===== config.mk =====
export PLATFORM = sky130hd
export DESIGN_NAME = multicast_controller
export DESIGN_NICKNAME = d
export VERILOG_FILES = /design/src/rtl/pe_array_pkg.sv /design/src/rtl/sync_fifo.sv /design/src/rtl/multicast_controller.sv
export SDC_FILE = /design/constraint.sdc
export NUM_CORES = 1
export LEC_CHECK = 0
export CORE_ASPECT_RATIO = 2
export CORE_MARGIN = 2
export CORE_UTILIZATION = 45
export CTS_CLUSTER_SIZE = 20
export DETAILED_ROUTE_END_ITERATION = 8
export PLACE_DENSITY_LB_ADDON = 0.08
export SLEW_MARGIN = 5
export SYNTH_ARGS = -nofsm -noshare
export SYNTH_HDL_FRONTEND = slang
export SYNTH_SLANG_ARGS = --single-unit

===== constraint.sdc =====
create_clock -name clk -period 5.6 [get_ports clk]
set_clock_uncertainty 0.05 [all_clocks]
set_input_delay 1.12 -clock clk [delete_from_list [all_inputs] [get_ports clk]]
set_output_delay 1.12 -clock clk [all_outputs]
set_load 0.05 [all_outputs]

===== src/rtl/pe_array_pkg.sv =====
// Shared definitions for the PE-array data-delivery blocks: default widths,
// the broadcast tag and the multicast controller state encoding.
package pe_array_pkg;

  localparam int DEFAULT_BITWIDTH = 16;
  localparam int DEFAULT_ID_WIDTH = 4;

  // A beat carrying the all-ones tag is accepted by every controller.
  localparam logic [DEFAULT_ID_WIDTH-1:0] BROADCAST_TAG = '1;

  typedef enum logic {
    UNCFG = 1'b0,
    RUN   = 1'b1
  } ctrl_state_e;

endpackage


===== src/rtl/sync_fifo.sv =====
// Small synchronous FIFO with a separately held count and a head that is read
// combinationally. Storage is cleared by reset so the head reads 0 until written.
module sync_fifo #(
  parameter int WIDTH = 16,
  parameter int DEPTH = 4
) (
  input  logic                     clk,
  input  logic                     rstb,
  input  logic                     flush,
  input  logic                     push,
  input  logic                     pop,
  input  logic [WIDTH-1:0]         wr_data,
  output logic [WIDTH-1:0]         rd_data,
  output logic                     full,
  output logic                     empty,
  output logic [$clog2(DEPTH):0]   count
);

  localparam int PTR_W = $clog2(DEPTH);

  logic [PTR_W-1:0] wr_ptr_reg;
  logic [PTR_W-1:0] rd_ptr_reg;
  logic [PTR_W:0]   count_reg;
  logic [WIDTH-1:0] mem_view [DEPTH];
  logic             do_push;
  logic             do_pop;

  assign full    = (count_reg == (PTR_W+1)'(DEPTH));
  assign empty   = (count_reg == '0);
  assign do_push = push & ~full & ~flush;
  assign do_pop  = pop & ~empty & ~flush;

  generate
    for (genvar gi = 0; gi < DEPTH; gi++) begin : g_entry
      logic [WIDTH-1:0] entry_reg;
      always_ff @(posedge clk or negedge rstb) begin
        if (!rstb) begin
          entry_reg <= '0;
        end else if (do_push && (wr_ptr_reg == PTR_W'(gi))) begin
          entry_reg <= wr_data;
        end
      end
      assign mem_view[gi] = entry_reg;
    end
  endgenerate

  // Pointers wrap naturally because DEPTH is a power of two.
  always_ff @(posedge clk or negedge rstb) begin
    if (!rstb) begin
      wr_ptr_reg <= '0;
      rd_ptr_reg <= '0;
      count_reg  <= '0;
    end else if (flush) begin
      wr_ptr_reg <= '0;
      rd_ptr_reg <= '0;
      count_reg  <= '0;
    end else begin
      if (do_push) wr_ptr_reg <= wr_ptr_reg + 1'b1;
      if (do_pop)  rd_ptr_reg <= rd_ptr_reg + 1'b1;
      case ({do_push, do_pop})
        2'b10:   count_reg <= count_reg + 1'b1;
        2'b01:   count_reg <= count_reg - 1'b1;
        default: count_reg <= count_reg;
      endcase
    end
  end

  assign rd_data = mem_view[rd_ptr_reg];
  assign count   = count_reg;

endmodule


===== src/rtl/multicast_controller.sv =====
// Tag-matching receive buffer feeding one PE data input: filters the shared
// broadcast bus by ID, queues accepted beats and pulses pe_enable per word.
module multicast_controller
  import pe_array_pkg::*;
#(
  parameter int BITWIDTH = DEFAULT_BITWIDTH,
  parameter int ID_WIDTH = DEFAULT_ID_WIDTH,
  parameter int DEPTH    = 4
) (
  input  logic                       clk,
  input  logic                       rstb,
  input  logic                       cfg_en,
  input  logic [ID_WIDTH-1:0]        cfg_id,
  input  logic                       bus_valid,
  input  logic [ID_WIDTH-1:0]        bus_tag,
  input  logic signed [BITWIDTH-1:0] bus_data,
  output logic                       bus_ready,
  input  logic                       pe_ready,
  output logic                       pe_enable,
  output logic signed [BITWIDTH-1:0] pe_data,
  output logic [$clog2(DEPTH):0]     occupancy,
  output logic [15:0]                drop_count
);

  ctrl_state_e         state_reg;
  ctrl_state_e         state_next;
  logic [ID_WIDTH-1:0] id_reg;
  logic [15:0]         drop_count_reg;

  logic                run;
  logic                match;
  logic                fifo_full;
  logic                fifo_empty;
  logic                push;
  logic                drop;
  logic [BITWIDTH-1:0] head_data;

  always_ff @(posedge clk or negedge rstb) begin
    if (!rstb) begin
      state_reg <= UNCFG;
    end else begin
      state_reg <= state_next;
    end
  end

  always_comb begin
    state_next = state_reg;
    if (cfg_en) state_next = RUN;
  end

  assign run = (state_reg == RUN);

  // All-ones tag is the broadcast address at any ID width.
  assign match = (bus_tag == id_reg) | (&bus_tag);

  // Full blocks acceptance even on a popping cycle, keeping bus_ready off pe_ready.
  assign bus_ready = run & (~match | ~fifo_full);
  assign push      = bus_valid & bus_ready & match & run & ~cfg_en;
  assign drop      = bus_valid & ~match & run;
  assign pe_enable = pe_ready & ~fifo_empty & run;

  always_ff @(posedge clk or negedge rstb) begin
    if (!rstb) begin
      id_reg         <= '0;
      drop_count_reg <= '0;
    end else begin
      if (cfg_en) id_reg <= cfg_id;
      if (drop && (drop_count_reg != 16'hFFFF)) drop_count_reg <= drop_count_reg + 16'd1;
    end
  end

  sync_fifo #(
    .WIDTH (BITWIDTH),
    .DEPTH (DEPTH)
  ) u_fifo (
    .clk     (clk),
    .rstb    (rstb),
    .flush   (cfg_en),
    .push    (push),
    .pop     (pe_enable),
    .wr_data (bus_data),
    .rd_data (head_data),
    .full    (fifo_full),
    .empty   (fifo_empty),
    .count   (occupancy)
  );

  assign pe_data    = head_data;
  assign drop_count = drop_count_reg;

endmodule


==> results.sh <==
export IMPL_grt_max_degree=67
export IMPL_synth_top_area_share_pct=54.3
export IMPL_finalPower_w=0.00234
export IMPL_grt_total_usage_pct=17.9
export IMPL_cts_tree="done"
export IMPL_worst_pin_slew_ps=1110
export IMPL_placeableCoreArea_mm2=0.00926
export IMPL_tns_ps=0
export IMPL_drc=0
export IMPL_port_buffers=65
export IMPL_dpl_instance_area_mm2=0.00498
export IMPL_clk_path_buf_depth=2
export IMPL_synth_compound_area_share_pct=3.45
export IMPL_fin_hold_ws_ps=451
export IMPL_crit_fanout=7
export IMPL_drt_pre_antenna_iters=4
export IMPL_timing_setup_critical_path_class="in -> out"
export IMPL_viasPerCell=5.55
export IMPL_finalWirelength_um=8500
export IMPL_dieHeight_um=141
export IMPL_finalCriticalPeriod_ps=4370
export IMPL_io_pin_count=66
export IMPL_drive_above_1_share_pct=30.9
export IMPL_min_from="u_fifo.g_entry[2].entry_reg[3]$_DFFE_PN0P_"
export IMPL_p_leak_nw=2.39
export IMPL_synth_xor_area_share_pct=4.55
export IMPL_ys_seq_elements=92
export IMPL_crit_required_ps=4430
export IMPL_final_cell_mix="dfrtp_1 (92), mux2_2 (70), clkdlybuf4s50_1 (64)"
export IMPL_grt_antenna_before_repair=0
export IMPL_drt_iter0_drc=109
export IMPL_multi_input_area_mm2=0.00186
export IMPL_stdcell_area_mm2=0.00526
export IMPL_cts_hold_buf=0
export IMPL_period_share_pct=78.0
export IMPL_grt_pass1_vias=2732
export IMPL_avgSynthCellArea_um2=14.6
export IMPL_avgRoutedWirePerCell_um=18.2
export IMPL_rsz0062_at_grt="false"
export IMPL_layout_setup_ws_ps=1230
export IMPL_synth_area_top_cells="dfrtp_1 (54%), mux2_2 (19%), mux4_2 (8.5%)"
export IMPL_dieArea_mm2=0.0103
export IMPL_place_ws_ps=1250
export IMPL_setup_worst_path_start="bus_tag[0]"
export IMPL_end_kind="primary output"
export IMPL_overflow=0
export IMPL_ys_types=40
export IMPL_largest_register_ffs=64
export IMPL_synth_edf_count=0
export IMPL_setup_viol=0
export IMPL_synth_async_sr_flop_share_pct=100
export IMPL_p_per_area_mw_per_mm2=445
export IMPL_drv_cap=0
export IMPL_crit_arrival_ps=3200
export IMPL_maxSlewViolCount=0
export IMPL_ys_warn_count=0
export IMPL_clk_pin_slew_ps=60
export IMPL_seq_area_frac_synth_pct=54.3
export IMPL_layout_commonest_cell="dfrtp_1"
export IMPL_clockRootBuffer="clkbuf_16"
export IMPL_area_growth_pct=24.2
export IMPL_synth_top_family_by_area="multiplexers"
export IMPL_nets=393
export IMPL_finalHoldViolations=0
export IMPL_via_count=2588
export IMPL_ff2ff_path_depth=10
export IMPL_synth_flop_cell="dfrtp_1"
export IMPL_place_detailed_hpwl_um=5650
export IMPL_synth_top_area_cell="dfrtp_1"
export IMPL_seqCellArea_mm2=0.00230
export IMPL_post_cts_buffers=0
export IMPL_num_rows=50
export IMPL_cts_made_buffers=9
export IMPL_grt_pass1_wl_um=13800
export IMPL_worstReg2RegStart="id_reg[1]$_DFFE_PN0P_"
export IMPL_synth_fa_ha_area_share_pct=1.95
export IMPL_place_gp_congestion=0.766
export IMPL_start_kind="primary input"
export IMPL_antennaDiodeCount=0
export IMPL_reg2reg_to="u_fifo.count[2]$_DFFE_PN0P_"
export IMPL_max_vdd_ir_drop_uv=335
export IMPL_syn_inst=290
export IMPL_cts_sinks=92
export IMPL_hold_path_class="reg -> reg"
export IMPL_regToRegSetupSlack_ps=2840
export IMPL_die_x_um=72.6
export IMPL_htreeDepth=3
export IMPL_max_freq_ghz=0.229
export IMPL_relSlewSlack_pct=26.1
export IMPL_clock_latency_ps=340
export IMPL_synth_area_mux_share_pct=27.6
export IMPL_fillers=799
export IMPL_synthSimpleGateAreaFrac_pct=6.44
export IMPL_holdPathStages=1
export IMPL_cts_resized=0
export IMPL_synthesis_nets=325
export IMPL_start_util_pct=45.8
export IMPL_min_to="u_fifo.g_entry[2].entry_reg[3]$_DFFE_PN0P_"
export IMPL_ant_nets=0
export IMPL_outcome="finished, final reports clean"
export IMPL_syn_area_mm2=0.00424
[cell usage after synthesis (2+ instances only)]
library cell / instances
nand4_1: 5
xnor2_1: 14
nand2b_1: 3
and3_1: 4
mux4_2: 16
nand2_2: 4
buf_4: 4
clkbuf_1: 5
xor2_1: 8
nand2_1: 9
o21ai_0: 2
nor3_1: 2
and2_1: 2
nor2_1: 10
dfrtp_1: 92
inv_1: 4
a31oi_1: 3
mux2i_1: 2
nand3_1: 7
mux2_2: 70
ha_1: 5
[cell type report]
type	count	share of cell area, %
clock inverter	5	1.02
inverter	4	0.285
multi-input combinational	183	35.4
clock buffer	10	4.35
tap	104	2.47
timing repair buffer	68	12.7
sequential	92	43.7
[where the power goes]
group / switching [W] / internal, W / total (W) / leakage [nW]
clock network: 0.000247 / 0.000342 / 0.000589 / 0.142
logic: 0.000512 / 0.000375 / 0.000886 / 1.02
registers: 0.000101 / 0.000764 / 0.000866 / 1.23
[per-layer routing]
| metal | up-vias | GRT usage [%] | share of wire, % |
|---|---|---|---|
| li1 | 1198 | - | - |
| met1 | 1332 | 20.7 | 40 |
| met2 | 49 | 30.8 | 54 |
| met3 | 9 | 4.50 | 4.1 |
| met4 | 0 | 7.21 | 1.8 |
| met5 | - | 0 | 0 |
[worst max path at each step]
stage                end  slack [ps]  cells past startpoint
2_1_floorplan  bus_ready        2050                      3
3_3_place_gp   bus_ready        1240                      5
3_5_place_dp   bus_ready        1250                      5
4_1_cts        bus_ready        1240                      5
5_1_grt        bus_ready        1150                      5
6_report       bus_ready        1230                      5
[worst max-delay path, cell delays in order]
cell and delay, ps:
clkdlybuf4s50_1 460, xor2_1 200, o41ai_4 530, a31oi_1 150, clkdlybuf4s50_1 720
[stage by stage]
stage,util [%],std cells
floorplan,-,290
global placement,53.8,451
detailed placement,53.8,451
CTS,56.9,466
global route,56.9,466
finish,56.9,466
[logic make-up (layout without fill, tap and decap cells)]
group           Yosys count  count (layout)
flops                    92              92
xor+xnor                 22              22
mux                      88              88
fa+ha+maj                 6               6
buf+inv                  15              87
simple gates             51              51
compound gates           16              16
No activity file was read; power rests on OpenSTA's default activity.
